===== src/rtl/instr_fifo_pkg.sv =====
// Shared types and constants for the decode-to-issue instruction queue.
// Latency: n/a (types only).
// Backpressure: n/a (types only).
package instr_fifo_pkg;

    // Default number of queue entries. Must be a power of two and at least 4.
    localparam int INSTR_FIFO_DEPTH = 16;

    // One decoded instruction, together with its branch prediction.
    typedef struct packed {
        logic [31:0] pc;
        logic [31:0] instr;
        logic        pred_taken;
        logic [31:0] pred_target;
    } fifo_entry_t;

endpackage


===== src/rtl/instr_fifo_ram.sv =====
// Entry storage for instr_fifo: DEPTH x fifo_entry_t, two write ports and two async read ports.
// Latency: a write lands at the clock edge; reads are combinational from the current contents.
// Backpressure: none; the caller never writes both ports to the same address in one cycle.
module instr_fifo_ram
    import instr_fifo_pkg::*;
#(
    parameter  int DEPTH = INSTR_FIFO_DEPTH,
    localparam int PTR_W = $clog2(DEPTH)
) (
    input  logic              clk,
    input  logic              we0,
    input  logic [PTR_W-1:0]  waddr0,
    input  fifo_entry_t       wdata0,
    input  logic              we1,
    input  logic [PTR_W-1:0]  waddr1,
    input  fifo_entry_t       wdata1,
    input  logic [PTR_W-1:0]  raddr0,
    input  logic [PTR_W-1:0]  raddr1,
    output fifo_entry_t       rdata0,
    output fifo_entry_t       rdata1
);

    // The contents are not reset; only the pointers in the parent mark entries as valid.
    fifo_entry_t mem [DEPTH];

    // Both write ports commit on the same edge.
    always_ff @(posedge clk) begin
        if (we0) begin
            mem[waddr0] <= wdata0;
        end
        if (we1) begin
            mem[waddr1] <= wdata1;
        end
    end

    assign rdata0 = mem[raddr0];
    assign rdata1 = mem[raddr1];

endmodule


===== src/rtl/instr_fifo.sv =====
// Two-wide in, two-wide out instruction queue between decode and issue; define INSTR_FIFO_BYPASS_EN for an empty-queue bypass.
// Latency: a push is first visible the next cycle (or the same cycle when the bypass is built in and the queue is empty).
// Backpressure: a push that does not fit is dropped whole; overflow warns decode while fewer than two entries are free.
module instr_fifo
    import instr_fifo_pkg::*;
#(
    parameter  int DEPTH = INSTR_FIFO_DEPTH,
    localparam int PTR_W = $clog2(DEPTH)
) (
    input  logic                   clk,
    input  logic                   reset,
    input  logic [1:0]             push_valid,
    input  fifo_entry_t [1:0]      push_data,
    input  logic [1:0]             pop_ready,
    input  logic                   stall_de,
    input  logic                   flush,
    input  logic                   pred_flush,
    output logic [1:0]             pop_valid,
    output fifo_entry_t [1:0]      pop_data,
    output logic                   overflow,
    output logic [PTR_W:0]         count
);

    localparam int CNT_W = PTR_W + 1;

    logic [PTR_W-1:0] head_q, head_d;
    logic [PTR_W-1:0] tail_q, tail_d;
    logic [CNT_W-1:0] count_q, count_d;

    logic             flush_any;
    logic             byp_active;
    logic [CNT_W-1:0] free_slots;
    logic [1:0]       n_push;
    logic [1:0]       n_acc;
    logic [1:0]       n_pop;
    logic [1:0]       n_skip;
    logic [1:0]       n_wr;
    logic             push_ok;

    logic             we0, we1;
    logic [PTR_W-1:0] waddr0, waddr1;
    fifo_entry_t      wdata0, wdata1;
    fifo_entry_t      rd_dat0, rd_dat1;

    instr_fifo_ram #(
        .DEPTH (DEPTH)
    ) u_ram (
        .clk    (clk),
        .we0    (we0),
        .waddr0 (waddr0),
        .wdata0 (wdata0),
        .we1    (we1),
        .waddr1 (waddr1),
        .wdata1 (wdata1),
        .raddr0 (head_q),
        .raddr1 (head_q + PTR_W'(1)),
        .rdata0 (rd_dat0),
        .rdata1 (rd_dat1)
    );

    // Head-of-queue view; with the bypass built in, an empty queue shows the incoming pushes directly.
    always_comb begin
        flush_any  = flush | pred_flush;
        byp_active = 1'b0;
`ifdef INSTR_FIFO_BYPASS_EN
        byp_active = (count_q == '0) && !flush_any;
`endif
        if (byp_active) begin
            pop_valid = push_valid;
            pop_data  = push_data;
        end else begin
            pop_valid[0] = (count_q >= CNT_W'(1)) && !flush_any;
            pop_valid[1] = (count_q >= CNT_W'(2)) && !flush_any;
            pop_data[0]  = rd_dat0;
            pop_data[1]  = rd_dat1;
        end
    end

    // Push acceptance is judged against the occupancy before any same-cycle pop, so a full queue
    // drops a double push even while issue takes two.
    always_comb begin
        free_slots = CNT_W'(DEPTH) - count_q;
        n_push     = {1'b0, push_valid[0]} + {1'b0, push_valid[1]};
        push_ok    = !flush_any && (free_slots >= CNT_W'(n_push));
        n_acc      = push_ok ? n_push : 2'd0;
        overflow   = free_slots < CNT_W'(2);
    end

    // Issue takes two only when both slots are offered and valid; slot1 alone never leaves.
    always_comb begin
        if (stall_de) begin
            n_pop = 2'd0;
        end else if ((pop_ready == 2'b11) && (pop_valid == 2'b11)) begin
            n_pop = 2'd2;
        end else if (pop_ready[0] && pop_valid[0]) begin
            n_pop = 2'd1;
        end else begin
            n_pop = 2'd0;
        end
    end

    // Write-port steering; entries consumed straight off the bypass are skipped, the rest land at tail.
    always_comb begin
        n_skip = byp_active ? n_pop : 2'd0;
        n_wr   = n_acc - n_skip;
        we0    = !reset && (n_wr != 2'd0);
        we1    = !reset && (n_wr == 2'd2);
        waddr0 = tail_q;
        waddr1 = tail_q + PTR_W'(1);
        // A lone slot1 push (not expected from decode) is still written as the oldest new entry.
        if ((n_skip == 2'd1) || !push_valid[0]) begin
            wdata0 = push_data[1];
        end else begin
            wdata0 = push_data[0];
        end
        wdata1 = push_data[1];
    end

    // Next pointers and occupancy; any flush empties the queue and discards this cycle's traffic.
    always_comb begin
        if (flush_any) begin
            head_d  = '0;
            tail_d  = '0;
            count_d = '0;
        end else begin
            head_d  = head_q + (byp_active ? PTR_W'(0) : PTR_W'(n_pop));
            tail_d  = tail_q + PTR_W'(n_wr);
            count_d = count_q + CNT_W'(n_acc) - CNT_W'(n_pop);
        end
    end

    // State registers; reset outranks flush, push and pop.
    always_ff @(posedge clk) begin
        if (reset) begin
            head_q  <= '0;
            tail_q  <= '0;
            count_q <= '0;
        end else begin
            head_q  <= head_d;
            tail_q  <= tail_d;
            count_q <= count_d;
        end
    end

    assign count = count_q;

endmodule

===== config.mk =====
export PLATFORM = sky130hd
export DESIGN_NAME = instr_fifo
export DESIGN_NICKNAME = d
export VERILOG_FILES = /design/src/rtl/instr_fifo_pkg.sv /design/src/rtl/instr_fifo_ram.sv /design/src/rtl/instr_fifo.sv
export SDC_FILE = /design/constraint.sdc
export NUM_CORES = 2
export LEC_CHECK = 0
export BUFFER_PORTS_ARGS = -buffer_cell sky130_fd_sc_hd__buf_2
export CAP_MARGIN = 10
export CELL_PAD_IN_SITES_DETAIL_PLACEMENT = 0
export CELL_PAD_IN_SITES_GLOBAL_PLACEMENT = 1
export CORE_UTILIZATION = 59
export DETAILED_ROUTE_END_ITERATION = 10
export MAX_ROUTING_LAYER = met4
export PLACE_DENSITY_LB_ADDON = 0.08
export RECOVER_POWER = 25
export SYNTH_ARGS = -nofsm -noshare
export SYNTH_HDL_FRONTEND = slang
export SYNTH_SLANG_ARGS = --single-unit
export TNS_END_PERCENT = 50

===== constraint.sdc =====
create_clock -name clk -period 29.3 [get_ports clk]
set_input_delay 5.86 -clock clk [delete_from_list [all_inputs] [get_ports clk]]
set_output_delay 5.86 -clock clk [all_outputs]
set_load 0.05 [all_outputs]

==> flow_summary.rst <==
.. list-table::
   :header-rows: 1

   * - Metric
     - Value
   * - Run status
     - complete, but fails checks
   * - Violated checks
     - capacitance limit, slew limit
   * - Top flip-flop cell by instance count after synthesis
     - sky130_fd_sc_hd__edfxtp_1
   * - Global placement routability congestion
     - 0.823
   * - Maximum clock frequency
     - 46.9 MHz
   * - Critical Path End Type
     - register
   * - Top cells by area in the synthesized netlist
     - sky130_fd_sc_hd__edfxtp_1 51%, sky130_fd_sc_hd__mux4_2 24%, sky130_fd_sc_hd__mux2_2 18%
   * - Share of the yosys chip area belonging to registers
     - 51.2%
   * - CP Data Required Time
     - 29720 ps
   * - Count of nets after finishing
     - 5271
   * - Die Width
     - 396 um
   * - Crit-path max FO
     - 98
   * - Total Negative Setup Slacks
     - 0 ps
   * - Starting density of the core
     - 59.4%
   * - Placed wire-length estimate after detailed placement
     - 140000 um
   * - Cell seen most often among critical-path stages
     - sky130_fd_sc_hd__clkbuf_1
   * - First-pass iteration count of the detailed router
     - 5
   * - Cell taking the most area after synthesis
     - sky130_fd_sc_hd__edfxtp_1
   * - Worst supply voltage drop on vdd
     - 0.0000445 V
   * - Filler cell count
     - 10800
   * - Number of enable-type register cells in the synthesized netlist
     - 1552
   * - Place WS
     - 16700 ps
   * - Normalized max-slew margin
     - -635%
   * - Startpoint-to-endpoint class of the critical path
     - in -> reg
   * - Hold slack
     - 591 ps
   * - Number of rows in the core area
     - 144
   * - Most frequently used cell type in the post-synthesis netlist
     - sky130_fd_sc_hd__edfxtp_1
   * - Top-area cell type share of the netlist area
     - 50.9%
   * - Setup fix buffers added after clock tree synthesis
     - 0
   * - Area of the multi-input gates
     - 42000 um^2
   * - Source-to-sink clock delay at the later pin of the worst-skew pair
     - 820 ps
   * - Fin crit period
     - 21300 ps
   * - Residual antenna-violating net count after detailed routing
     - 0
   * - Number of DRC markers in iteration 0
     - 6712
   * - Final hold viol count
     - 0
   * - H-tree lvl count
     - 4
   * - Count of vias placed by the detailed router
     - 54500
   * - Count of cell types in the netlist
     - 49
   * - Util after Layout
     - 64.9%
   * - Worst min-delay path class
     - reg -> reg
   * - CTS tree
     - yes
   * - Vertical die dimension
     - 396 um
   * - Critical path cell sequence
     - clkbuf_1, ha_1, inv_1, ha_1, a21o_1, clkbuf_1, o31ai_4, clkbuf_1, o21ai_4, buf_4, buf_4
   * - Syn nets
     - 5162
   * - Power per unit of standard cell area
     - 49.4 nW/um^2
   * - Crit path buffers/inverters
     - 6
   * - Total Die Area
     - 157000 um^2
   * - Register bit total from synthesis
     - 1565
   * - Layout cells sized above 1
     - 62.0%
   * - Leakage power total
     - 0.0315 uW
   * - Startpoint types
     - input pin
   * - Clk buf depth
     - 3
   * - Maximum number of pins on one net before global-route repair
     - 149
   * - Most instantiated cells after synthesis
     - 1552 x sky130_fd_sc_hd__edfxtp_1, 1468 x sky130_fd_sc_hd__mux2_2, 970 x sky130_fd_sc_hd__mux4_2
   * - Synthesis Warnings
     - 0
   * - Initial antenna violation count
     - 39
   * - Total wire length after detailed routing
     - 283000 um
   * - Synth Area per Inst
     - 18.5 um^2
   * - Portion of the clock cycle consumed by the worst path in the final layout
     - 72.7%
   * - Total global routing track utilization
     - 37.3%
   * - Number of clock sinks seen by CTS
     - 1565
   * - Port buffer count
     - 404
   * - Max incr delay on CP
     - 7680 ps
   * - Max-capacitance violation count
     - 34
   * - Hold buffer count at cts
     - 0
   * - DRC errors left
     - 0
   * - Via count of the first global-routing pass
     - 54200
   * - Floorplan Core Area
     - 154000 um^2
   * - Smallest setup slack after layout
     - 8000 ps
   * - Number of standard cells after synthesis
     - 4936
   * - Total power after layout
     - 4930 uW
   * - Reg area
     - 46900 um^2
   * - Kind of cell adding the most delay to the critical path
     - buffers and inverters
   * - Share of async-settable or async-resettable flops after synthesis
     - 0%
   * - Wire length of the first global-routing pass
     - 401000 um
   * - Post-Route Skew
     - 27.4 ps
   * - Cell with the largest stage delay on the worst path
     - sky130_fd_sc_hd__clkbuf_1
   * - Final setup vio count
     - 0
   * - TritonCTS Buffers
     - 173
   * - I/O pins
     - 405
   * - Post-synthesis instance area
     - 91500 um^2
   * - Synthesis-to-finish area growth
     - 9.21%
   * - Detailed-route vias per instance
     - 7.50
   * - Post-cts resize count
     - 0
   * - Clock-pin slew reported for the worst setup and hold paths after clock tree synthesis
     - 60 ps
   * - Drt wl/cell
     - 39.0 um
   * - Root buf cell
     - sky130_fd_sc_hd__clkbuf_16
   * - Slew @ Worst Pin
     - 11020 ps
   * - Residual overflow from global routing
     - 0
   * - Setup repair after global routing missed its margin
     - no
   * - Final max-slew violation count
     - 1020
   * - Critical path arrival
     - 21720 ps
## power by group
part / switching (uW) / internal [uW] / total [uW]
combinational: 170 / 152 / 321
sequential: 2.99 / 2480 / 2490
clock: 916 / 1210 / 2120
total: 1090 / 3840 / 4930
## flip-flops by register name (all words and copies together) (netlist names)
signal,flops
tail_q,4
head_q,4
u_ram.mem,1552
count,5
## layer usage
metal	up-vias	routed length, um	global-route usage, %
met3	498	30800	8.24
li1	21100	-	-
met5	-	0	-
met4	0	9330	12.9
met1	29500	110000	51.3
met2	3427	133000	55.4
## cells in the final DEF (no fill, tap or decap), types with 3 or more instances in the layout
| cell | instances |
|---|---|
| sky130_fd_sc_hd__edfxtp_1 | 1552 |
| sky130_fd_sc_hd__mux2_2 | 1465 |
| sky130_fd_sc_hd__mux4_2 | 970 |
| sky130_fd_sc_hd__buf_2 | 397 |
| sky130_fd_sc_hd__clkbuf_16 | 180 |
| sky130_fd_sc_hd__mux2_1 | 165 |
| sky130_fd_sc_hd__clkbuf_1 | 79 |
| sky130_fd_sc_hd__buf_4 | 73 |
| sky130_fd_sc_hd__diode_2 | 43 |
| sky130_fd_sc_hd__clkinv_2 | 38 |
| sky130_fd_sc_hd__clkinv_1 | 35 |
| sky130_fd_sc_hd__mux2_4 | 19 |
| sky130_fd_sc_hd__ha_1 | 18 |
| sky130_fd_sc_hd__nor2_1 | 15 |
| sky130_fd_sc_hd__buf_12 | 15 |
| sky130_fd_sc_hd__inv_1 | 12 |
| sky130_fd_sc_hd__o21ai_0 | 11 |
| sky130_fd_sc_hd__bufinv_16 | 10 |
| sky130_fd_sc_hd__dfxtp_1 | 9 |
| sky130_fd_sc_hd__o311ai_4 | 8 |
| sky130_fd_sc_hd__xnor2_1 | 7 |
| sky130_fd_sc_hd__or3_1 | 7 |
| sky130_fd_sc_hd__o311ai_0 | 7 |
| sky130_fd_sc_hd__nand2_1 | 6 |
| sky130_fd_sc_hd__a21oi_1 | 6 |
| sky130_fd_sc_hd__and2_1 | 6 |
| sky130_fd_sc_hd__nand2b_1 | 5 |
| sky130_fd_sc_hd__inv_6 | 5 |
| sky130_fd_sc_hd__nand3_1 | 4 |
| sky130_fd_sc_hd__o31ai_4 | 4 |
| sky130_fd_sc_hd__fa_1 | 4 |
| sky130_fd_sc_hd__dfxtp_4 | 4 |
| sky130_fd_sc_hd__nor3_2 | 3 |
| sky130_fd_sc_hd__nor3_1 | 3 |
| sky130_fd_sc_hd__nor2_4 | 3 |
| sky130_fd_sc_hd__clkinvlp_4 | 3 |
## cell type report
class                      count  share of cell area [%]
tap                         2044                    2.56
inverter                      12                  0.0451
clock buffer                 222                    4.68
timing repair buffer         523                    2.98
sequential                  1565                    46.9
clock inverter                92                   0.705
multi-input combinational   2770                    42.0
antenna                       43                   0.108
## per-stage QoR
| stage | instance area (um^2) | std cells |
|---|---|---|
| CTS | 100000 | 7228 |
| detailed placement | 94800 | 6914 |
| global placement | 94800 | 6914 |
| finish | 99900 | 7271 |
| floorplan | 91500 | 4936 |
| global route | 99900 | 7259 |
## kinds of logic after synthesis
| family | Yosys count | share of synthesized area (%) |
|---|---|---|
| simple gates | 68 | 0.472 |
| flops | 1565 | 51.2 |
| fa+ha+maj | 23 | 0.347 |
| mux | 2619 | 44.3 |
| buf+inv | 601 | 2.95 |
| compound gates | 49 | 0.654 |
| xor+xnor | 11 | 0.105 |
## path summary, 6_finish.rpt
kind | from | end | slack (ps) | depth (start not counted)
hold / removal | tail_q[2]$_SDFF_PP0_ | tail_q[2]$_SDFF_PP0_ | 590 | 2
setup reg to reg | count[0]$_SDFF_PP0_ | u_ram.mem[10][13]$_DFFE_PP_ | 15330 | 10
hold reg to reg | tail_q[2]$_SDFF_PP0_ | tail_q[2]$_SDFF_PP0_ | 590 | 2
setup / recovery | push_valid[0] | u_ram.mem[10][13]$_DFFE_PP_ | 8000 | 11
## worst reg2reg max path, delay by kind of cell (launching register included)
kind                     cells  cell delay [ps]
AO/OA/AOI/OAI                3             2420
buffers and inverters        5             9890
adder cells (fa/ha/maj)      2              660
flip-flops                   1              580
No activity file was read; power rests on OpenSTA's default activity.
